### src/rtl/alarm_ringer.sv
// ---------------------------------------------------------------------------
// alarm_ringer
//
// Turns the level-type alarm trigger from the alarm comparator into an
// annunciation sequence: a pulsed buzzer while ringing, automatic timeout,
// snooze with a bounded repeat count, and stop.
//
// Ports:
//   clk           clock
//   reset         asynchronous, active-low reset (asserted when 0)
//   alarm_in      alarm trigger level (high for the whole matching second)
//   enable        alarm armed switch; 0 forces IDLE and clears the snooze count
//   stop_btn      one-cycle stop pulse
//   snooze_btn    one-cycle snooze pulse
//   buzzer        buzzer drive
//   ringing       high while in RING
//   snoozing      high while in SNOOZE
//   snooze_count  snoozes used in the current alarm event
//
// Optional feature (compile-time macro ALARM_RINGER_ESCALATE_EN):
//   once RING has lasted RING_SECS/2 seconds the buzzer is held at a constant
//   1 until RING is left. Without the macro the buzzer keeps toggling for the
//   whole RING duration.
// ---------------------------------------------------------------------------
module alarm_ringer #(
    parameter int SEC_CYCLES  = 100000000,  // clk cycles per second
    parameter int BEEP_CYCLES = 25000000,   // clk cycles per buzzer half-period
    parameter int RING_SECS   = 60,         // seconds in RING before timeout
    parameter int SNOOZE_SECS = 300,        // seconds in SNOOZE before re-ring
    parameter int MAX_SNOOZE  = 3           // snoozes allowed per event (1..3)
) (
    input  logic       clk,
    input  logic       reset,
    input  logic       alarm_in,
    input  logic       enable,
    input  logic       stop_btn,
    input  logic       snooze_btn,
    output logic       buzzer,
    output logic       ringing,
    output logic       snoozing,
    output logic [1:0] snooze_count
);

    // -----------------------------------------------------------------------
    // Derived widths and terminal counts
    // -----------------------------------------------------------------------
    localparam int MAX_SECS = (RING_SECS > SNOOZE_SECS) ? RING_SECS : SNOOZE_SECS;
    localparam int CYC_W    = (SEC_CYCLES  > 1) ? $clog2(SEC_CYCLES)  : 1;
    localparam int BEEP_W   = (BEEP_CYCLES > 1) ? $clog2(BEEP_CYCLES) : 1;
    localparam int SEC_W    = $clog2(MAX_SECS + 1);

    localparam logic [CYC_W-1:0]  CYC_LAST    = CYC_W'(SEC_CYCLES - 1);
    localparam logic [BEEP_W-1:0] BEEP_LAST   = BEEP_W'(BEEP_CYCLES - 1);
    localparam logic [SEC_W-1:0]  RING_LAST   = SEC_W'(RING_SECS - 1);
    localparam logic [SEC_W-1:0]  SNOOZE_LAST = SEC_W'(SNOOZE_SECS - 1);
    localparam logic [1:0]        SNOOZE_MAX  = 2'(MAX_SNOOZE);

`ifdef ALARM_RINGER_ESCALATE_EN
    localparam logic [SEC_W-1:0]  ESC_SECS    = SEC_W'(RING_SECS / 2);
`endif

    // FSM encoding
    localparam logic [1:0] ST_IDLE   = 2'd0;
    localparam logic [1:0] ST_RING   = 2'd1;
    localparam logic [1:0] ST_SNOOZE = 2'd2;

    // -----------------------------------------------------------------------
    // State and counter registers
    // -----------------------------------------------------------------------
    logic [1:0]        state_q,    state_d;
    logic              alarm_prev_q;
    logic [CYC_W-1:0]  cyc_q,      cyc_d;
    logic [BEEP_W-1:0] beep_q,     beep_d;
    logic [SEC_W-1:0]  sec_q,      sec_d;
    logic [1:0]        cnt_q,      cnt_d;
    logic              buzzer_q,   buzzer_d;
    logic              ringing_q,  ringing_d;
    logic              snoozing_q, snoozing_d;
`ifdef ALARM_RINGER_ESCALATE_EN
    logic              esc_q,      esc_d;
`endif

    // Free-running advance values, used by whichever state is counting
    logic              rise;
    logic              sec_tick;
    logic              beep_wrap;
    logic [CYC_W-1:0]  cyc_adv;
    logic [BEEP_W-1:0] beep_adv;
    logic [SEC_W-1:0]  sec_adv;

    assign rise      = alarm_in & ~alarm_prev_q;
    assign sec_tick  = (cyc_q == CYC_LAST);
    assign beep_wrap = (beep_q == BEEP_LAST);
    assign cyc_adv   = sec_tick  ? '0 : cyc_q + CYC_W'(1);
    assign beep_adv  = beep_wrap ? '0 : beep_q + BEEP_W'(1);
    assign sec_adv   = sec_tick  ? sec_q + SEC_W'(1) : sec_q;

    // -----------------------------------------------------------------------
    // Next-state logic
    // -----------------------------------------------------------------------
    // NOTE: every signal driven here gets a default first, so no path through
    // the case/if tree leaves a value unassigned and no latch is inferred.
    always_comb begin
        state_d  = state_q;
        cyc_d    = cyc_q;
        beep_d   = beep_q;
        sec_d    = sec_q;
        cnt_d    = cnt_q;
        buzzer_d = buzzer_q;
`ifdef ALARM_RINGER_ESCALATE_EN
        esc_d    = esc_q;
`endif

        if (!enable) begin
            // Disarming always wins and ends the current alarm event.
            state_d  = ST_IDLE;
            cyc_d    = '0;
            beep_d   = '0;
            sec_d    = '0;
            cnt_d    = '0;
            buzzer_d = 1'b0;
`ifdef ALARM_RINGER_ESCALATE_EN
            esc_d    = 1'b0;
`endif
        end else begin
            case (state_q)
                ST_IDLE: begin
                    // Only a fresh rising edge starts an event; a level still
                    // high after stop or timeout does not re-trigger.
                    if (rise) begin
                        state_d  = ST_RING;
                        cyc_d    = '0;
                        beep_d   = '0;
                        sec_d    = '0;
                        buzzer_d = 1'b1;
`ifdef ALARM_RINGER_ESCALATE_EN
                        esc_d    = (ESC_SECS == '0);
`endif
                    end
                end

                ST_RING: begin
                    if (stop_btn) begin
                        state_d  = ST_IDLE;
                        cyc_d    = '0;
                        beep_d   = '0;
                        sec_d    = '0;
                        cnt_d    = '0;
                        buzzer_d = 1'b0;
`ifdef ALARM_RINGER_ESCALATE_EN
                        esc_d    = 1'b0;
`endif
                    end else if (snooze_btn && (cnt_q < SNOOZE_MAX)) begin
                        state_d  = ST_SNOOZE;
                        cyc_d    = '0;
                        beep_d   = '0;
                        sec_d    = '0;
                        cnt_d    = cnt_q + 2'd1;
                        buzzer_d = 1'b0;
`ifdef ALARM_RINGER_ESCALATE_EN
                        esc_d    = 1'b0;
`endif
                    end else if (sec_tick && (sec_q == RING_LAST)) begin
                        // Leave on the edge that would make the second count
                        // reach RING_SECS, so RING lasts exactly RING_SECS s.
                        state_d  = ST_IDLE;
                        cyc_d    = '0;
                        beep_d   = '0;
                        sec_d    = '0;
                        cnt_d    = '0;
                        buzzer_d = 1'b0;
`ifdef ALARM_RINGER_ESCALATE_EN
                        esc_d    = 1'b0;
`endif
                    end else begin
                        // Normal ringing (also covers an exhausted snooze press).
                        cyc_d    = cyc_adv;
                        sec_d    = sec_adv;
                        beep_d   = beep_adv;
                        buzzer_d = beep_wrap ? ~buzzer_q : buzzer_q;
`ifdef ALARM_RINGER_ESCALATE_EN
                        esc_d    = esc_q | (sec_adv >= ESC_SECS);
                        if (esc_d) begin
                            buzzer_d = 1'b1;
                        end
`endif
                    end
                end

                ST_SNOOZE: begin
                    if (stop_btn) begin
                        state_d  = ST_IDLE;
                        cyc_d    = '0;
                        beep_d   = '0;
                        sec_d    = '0;
                        cnt_d    = '0;
                        buzzer_d = 1'b0;
                    end else if (sec_tick && (sec_q == SNOOZE_LAST)) begin
                        // Snooze expired: ring again, keeping the snooze count.
                        state_d  = ST_RING;
                        cyc_d    = '0;
                        beep_d   = '0;
                        sec_d    = '0;
                        buzzer_d = 1'b1;
`ifdef ALARM_RINGER_ESCALATE_EN
                        esc_d    = (ESC_SECS == '0);
`endif
                    end else begin
                        cyc_d    = cyc_adv;
                        sec_d    = sec_adv;
                        buzzer_d = 1'b0;
                    end
                end

                default: begin
                    state_d  = ST_IDLE;
                    cyc_d    = '0;
                    beep_d   = '0;
                    sec_d    = '0;
                    cnt_d    = '0;
                    buzzer_d = 1'b0;
`ifdef ALARM_RINGER_ESCALATE_EN
                    esc_d    = 1'b0;
`endif
                end
            endcase
        end

        // Status outputs are decoded from the next state and registered with it.
        ringing_d  = (state_d == ST_RING);
        snoozing_d = (state_d == ST_SNOOZE);
    end

    // -----------------------------------------------------------------------
    // Registers
    // -----------------------------------------------------------------------
    // NOTE: sequential state uses non-blocking assignments so every register
    // samples pre-edge values regardless of statement order.
    always_ff @(posedge clk or negedge reset) begin
        if (!reset) begin
            state_q      <= ST_IDLE;
            alarm_prev_q <= 1'b0;
            cyc_q        <= '0;
            beep_q       <= '0;
            sec_q        <= '0;
            cnt_q        <= '0;
            buzzer_q     <= 1'b0;
            ringing_q    <= 1'b0;
            snoozing_q   <= 1'b0;
        end else begin
            state_q      <= state_d;
            alarm_prev_q <= alarm_in;
            cyc_q        <= cyc_d;
            beep_q       <= beep_d;
            sec_q        <= sec_d;
            cnt_q        <= cnt_d;
            buzzer_q     <= buzzer_d;
            ringing_q    <= ringing_d;
            snoozing_q   <= snoozing_d;
        end
    end

`ifdef ALARM_RINGER_ESCALATE_EN
    always_ff @(posedge clk or negedge reset) begin
        if (!reset) begin
            esc_q <= 1'b0;
        end else begin
            esc_q <= esc_d;
        end
    end
`endif

    assign buzzer       = buzzer_q;
    assign ringing      = ringing_q;
    assign snoozing     = snoozing_q;
    assign snooze_count = cnt_q;

endmodule

### config.mk
export PLATFORM = sky130hd
export DESIGN_NAME = alarm_ringer
export DESIGN_NICKNAME = d
export VERILOG_FILES = /design/src/rtl/alarm_ringer.sv
export SDC_FILE = /design/constraint.sdc
export NUM_CORES = 1
export LEC_CHECK = 0
export BUFFER_PORTS_ARGS = -buffer_cell sky130_fd_sc_hd__buf_2
export CAP_MARGIN = 20
export CORE_ASPECT_RATIO = 0.8
export CORE_MARGIN = 10
export CORE_UTILIZATION = 50
export DETAILED_ROUTE_END_ITERATION = 10
export MAX_ROUTING_LAYER = met4
export PLACE_DENSITY = 0.69
export SLEW_MARGIN = 20
export SYNTH_ARGS = -nofsm -noshare
export SYNTH_HDL_FRONTEND = slang
export SYNTH_SLANG_ARGS = --single-unit
### constraint.sdc
create_clock -name clk -period 2.4 [get_ports clk]
set_clock_uncertainty 0.15 [all_clocks]
set_input_delay 0.48 -clock clk [delete_from_list [all_inputs] [get_ports clk]]
set_output_delay 0.48 -clock clk [all_outputs]
set_load 0.005 [all_outputs]
==> out/metrics.yaml <==
run_status:
  outcome: "complete, but fails checks"
  violations: "hold timing"
setup_path:
  cp-end-kind: "flop"
  required_ns: 2.52
  crit_family: "simple AND/OR/NAND/NOR gates"
  crit_path_top_delay_cell: "or4b_1"
  cp.depth: 8
  worstReg2RegEnd: "beep_q[4]$_DFFE_PN0P_"
  rr_worst_depth: 8
  worst_setup_path_start_kind: "flop"
  cpPeakStageDelay_ns: 0.49
  path_cells: "ha_1 > and4bb_2 > nand2_2 > nor4_4 > buf_6 > nor3_2 > or4b_1 > a31oi_1"
  path_class: "reg -> reg"
  critPathBufInv: 1
  arrival_ns: 2.51
  rrSetupSlack_ns: 0.01
  r2r-start: "sec_q[0]$_DFFE_PN0P_"
  worstPathMaxFanout: 5
synthesis:
  yosysSeqAreaShare_pct: 40.3
  ys_ff_latch: 69
  synth_nets: 486
  synth_area_leaders: "dfrtp_1 40%, nand2_1 4.5%, nor2_1 3.0%, nand3_1 2.9%, nand4_1 2.8%"
  ys_types: 67
  yosys.area.top_type: "dfrtp_1"
  yosysMostFrequentCell: "dfrtp_1"
  synth-edff-count: 0
  yosysWarnings: 0
  postSynthCellCount: 472
  avgSynthCellArea_um2: 9.07
  synthFlopType: "dfrtp_1"
  synth-async-reset-ratio_pct: 100
  synth.top_cell.area_share_pct: 40.3
  ys_top_cells_by_count: "69 x dfrtp_1, 51 x nand2_1, 34 x nor2_1"
  synth_area_um2: 4280
floorplanning:
  start_util_pct: 50.9
  die_h_um: 103
  die_w_um: 123
  row_count: 30
  die_area_um2: 12700
  coreArea_um2: 8410
  io-pin-count: 11
clocking:
  cts.sinks: 69
  htreeDepth: 3
  cts_buffer_depth: 2
  cts_tree: "done"
  cts_hold_buf: 0
  cts_buffers: 9
  path_clk_slew_ns: 0.07
  ctsRootBufferMaster: "clkbuf_8"
  worstSkewPairLatency_ns: 0.35
run:
  max-cap-violations: 0
sta:
  hold_ws_ns: -0.00974
  min_period_ns: 2.39
  worst_pin_slew_ns: 0.411
  maxSlewHeadroom_pct: 72.5
  min_period_over_period_pct: 99.4
  maxSlewViolCount: 0
  grt_setup_unrepaired: "true"
  fin_setup_tns_ns: 0
  setup_viol: 0
  hold_viol_final: 4
  max_freq_ghz: 0.419
final_layout:
  multiInputGateArea_um2: 2610
  nets: 574
  fillers: 701
  drive_above_1_share_pct: 29.7
  diodes: 0
  syn_to_final_growth_pct: 27.0
  regArea_um2: 1730
drt:
  vias_per_cell: 6.18
  first_pass_iters: 5
  drtIter0Drc: 470
  routed_wl_um: 12300
  drc: 0
  post_drt_wl_per_cell_um: 18.2
  vias: 4185
  postRouteAntennaNets: 0
global_route:
  grt_pass1_vias: 3878
  grt_max_degree: 70
  antenna_found_initial: 0
  track_usage_pct: 20.0
  grt_pass1_wl_um: 19700
  overflow: 0
pwr:
  power.leakage_nw: 2.30
  power_density_nw_per_um2: 410
  vdd_drop_max_mv: 0.388
  fin_total_pwr_mw: 2.23
min_path:
  hold_path.class: "in -> async"
placement:
  routabilityCongestion: 0.946
  dp_hpwl_um: 8560
  io_buffers: 10
[per-stage QoR]
step	worst slack, ns	instance area (µm²)	util (%)	std cells
2_1_floorplan	0.0188	4290	-	472
3_3_place_gp	0.0282	4960	59.0	651
3_5_place_dp	-0.0427	4960	59.0	651
4_1_cts	-0.0185	5200	61.8	673
5_1_grt	-0.0772	5440	64.7	677
6_report	0.0141	5440	64.7	677
[cell usage in the layout (no fill, tap or decap), drive strengths merged, types with 3 or more instances in the layout]
cell / netlist / final
a211oi: 4 / 4
a22oi: 4 / 4
o31a: 4 / 4
inv: 11 / 11
nor4b: 3 / 3
nand3: 25 / 25
nand2b: 10 / 10
clkbuf: 10 / 11
clkinv: 1 / 5
ha: 8 / 8
a21oi: 21 / 21
xor2: 8 / 8
or3: 5 / 5
nor4: 9 / 9
and4: 9 / 9
o21ai: 26 / 26
a22o: 11 / 11
nor3: 16 / 16
o2bb2a: 6 / 6
nor2b: 5 / 5
o22ai: 5 / 5
and2: 9 / 9
nor2: 36 / 36
buf: 10 / 97
and3: 8 / 8
dfrtp: 69 / 69
o41ai: 7 / 7
o31ai: 6 / 6
nor4bb: 3 / 3
a21o: 6 / 6
or4: 3 / 3
nand4: 20 / 20
a31oi: 18 / 18
nand2: 52 / 52
[worst max-delay path by stage]
| stage | start | endpoint | slack, ns |
|---|---|---|---|
| after floorplan | state_q[0]$_DFF_PN0_ | sec_q[8]$_DFFE_PN0P_ | 0.02 |
| after global placement | cyc_q[0]$_DFFE_PN0P_ | cyc_q[7]$_DFFE_PN0P_ | 0.03 |
| after detailed placement | state_q[0]$_DFF_PN0_ | sec_q[8]$_DFFE_PN0P_ | -0.04 |
| after CTS | cyc_q[8]$_DFFE_PN0P_ | beep_q[6]$_DFFE_PN0P_ | -0.02 |
| after global routing | cyc_q[10]$_DFFE_PN0P_ | sec_q[5]$_DFFE_PN0P_ | -0.08 |
| final | sec_q[0]$_DFFE_PN0P_ | beep_q[4]$_DFFE_PN0P_ | 0.01 |
[final cells by class]
class / instances / share of cell area (%)
clock buffers: 11 / 2.42
clock inverters: 5 / 0.506
inverters: 12 / 0.828
multi-input cells: 371 / 48.0
flip-flops and latches: 69 / 31.8
well taps: 112 / 2.58
repair buffers: 97 / 13.9
[sequential cells by signal, indices dropped and copies added, names as in the netlist]
signal	cells
ringing	1
beep_q	25
cyc_q	27
state_q	2
sec_q	9
buzzer	1
alarm_prev_q	1
snooze_count	2
snoozing	1
[per-layer routing]
metal | share of wire (%) | global-route usage [%] | wire length (µm)
met1 | 50 | 30.0 | 6140
met2 | 42 | 25.8 | 5140
met3 | 7.2 | 4.98 | 887
met4 | 1.1 | 4.92 | 137
met5 | 0 | - | 0
[report_power, final]
| part | leakage [nW] | total [mW] | internal [mW] | switching [mW] |
|---|---|---|---|---|
| combinational | 1.27 | 0.235 | 0.0910 | 0.144 |
| sequential | 0.955 | 1.18 | 1.17 | 0.00635 |
| clock | 0.0829 | 0.815 | 0.368 | 0.446 |
[cell families after synthesis]
family	after synthesis	synth area share, %
fa+ha+maj	8	2.34
mux	2	0.467
xor+xnor	10	2.05
compound gates	128	22.1
simple gates	223	29.3
flops	69	40.3
buf+inv	32	3.48
[timing repair]
action | 4_1_cts | 5_1_grt
buffers inserted | 6 | 3
pin swaps | 3 | 13
resized for setup | 8 | 50
endpoints found under the setup margin | 16 | 57
cloned | 0 | 1
Note: power is estimated with default switching activity, not from simulation.
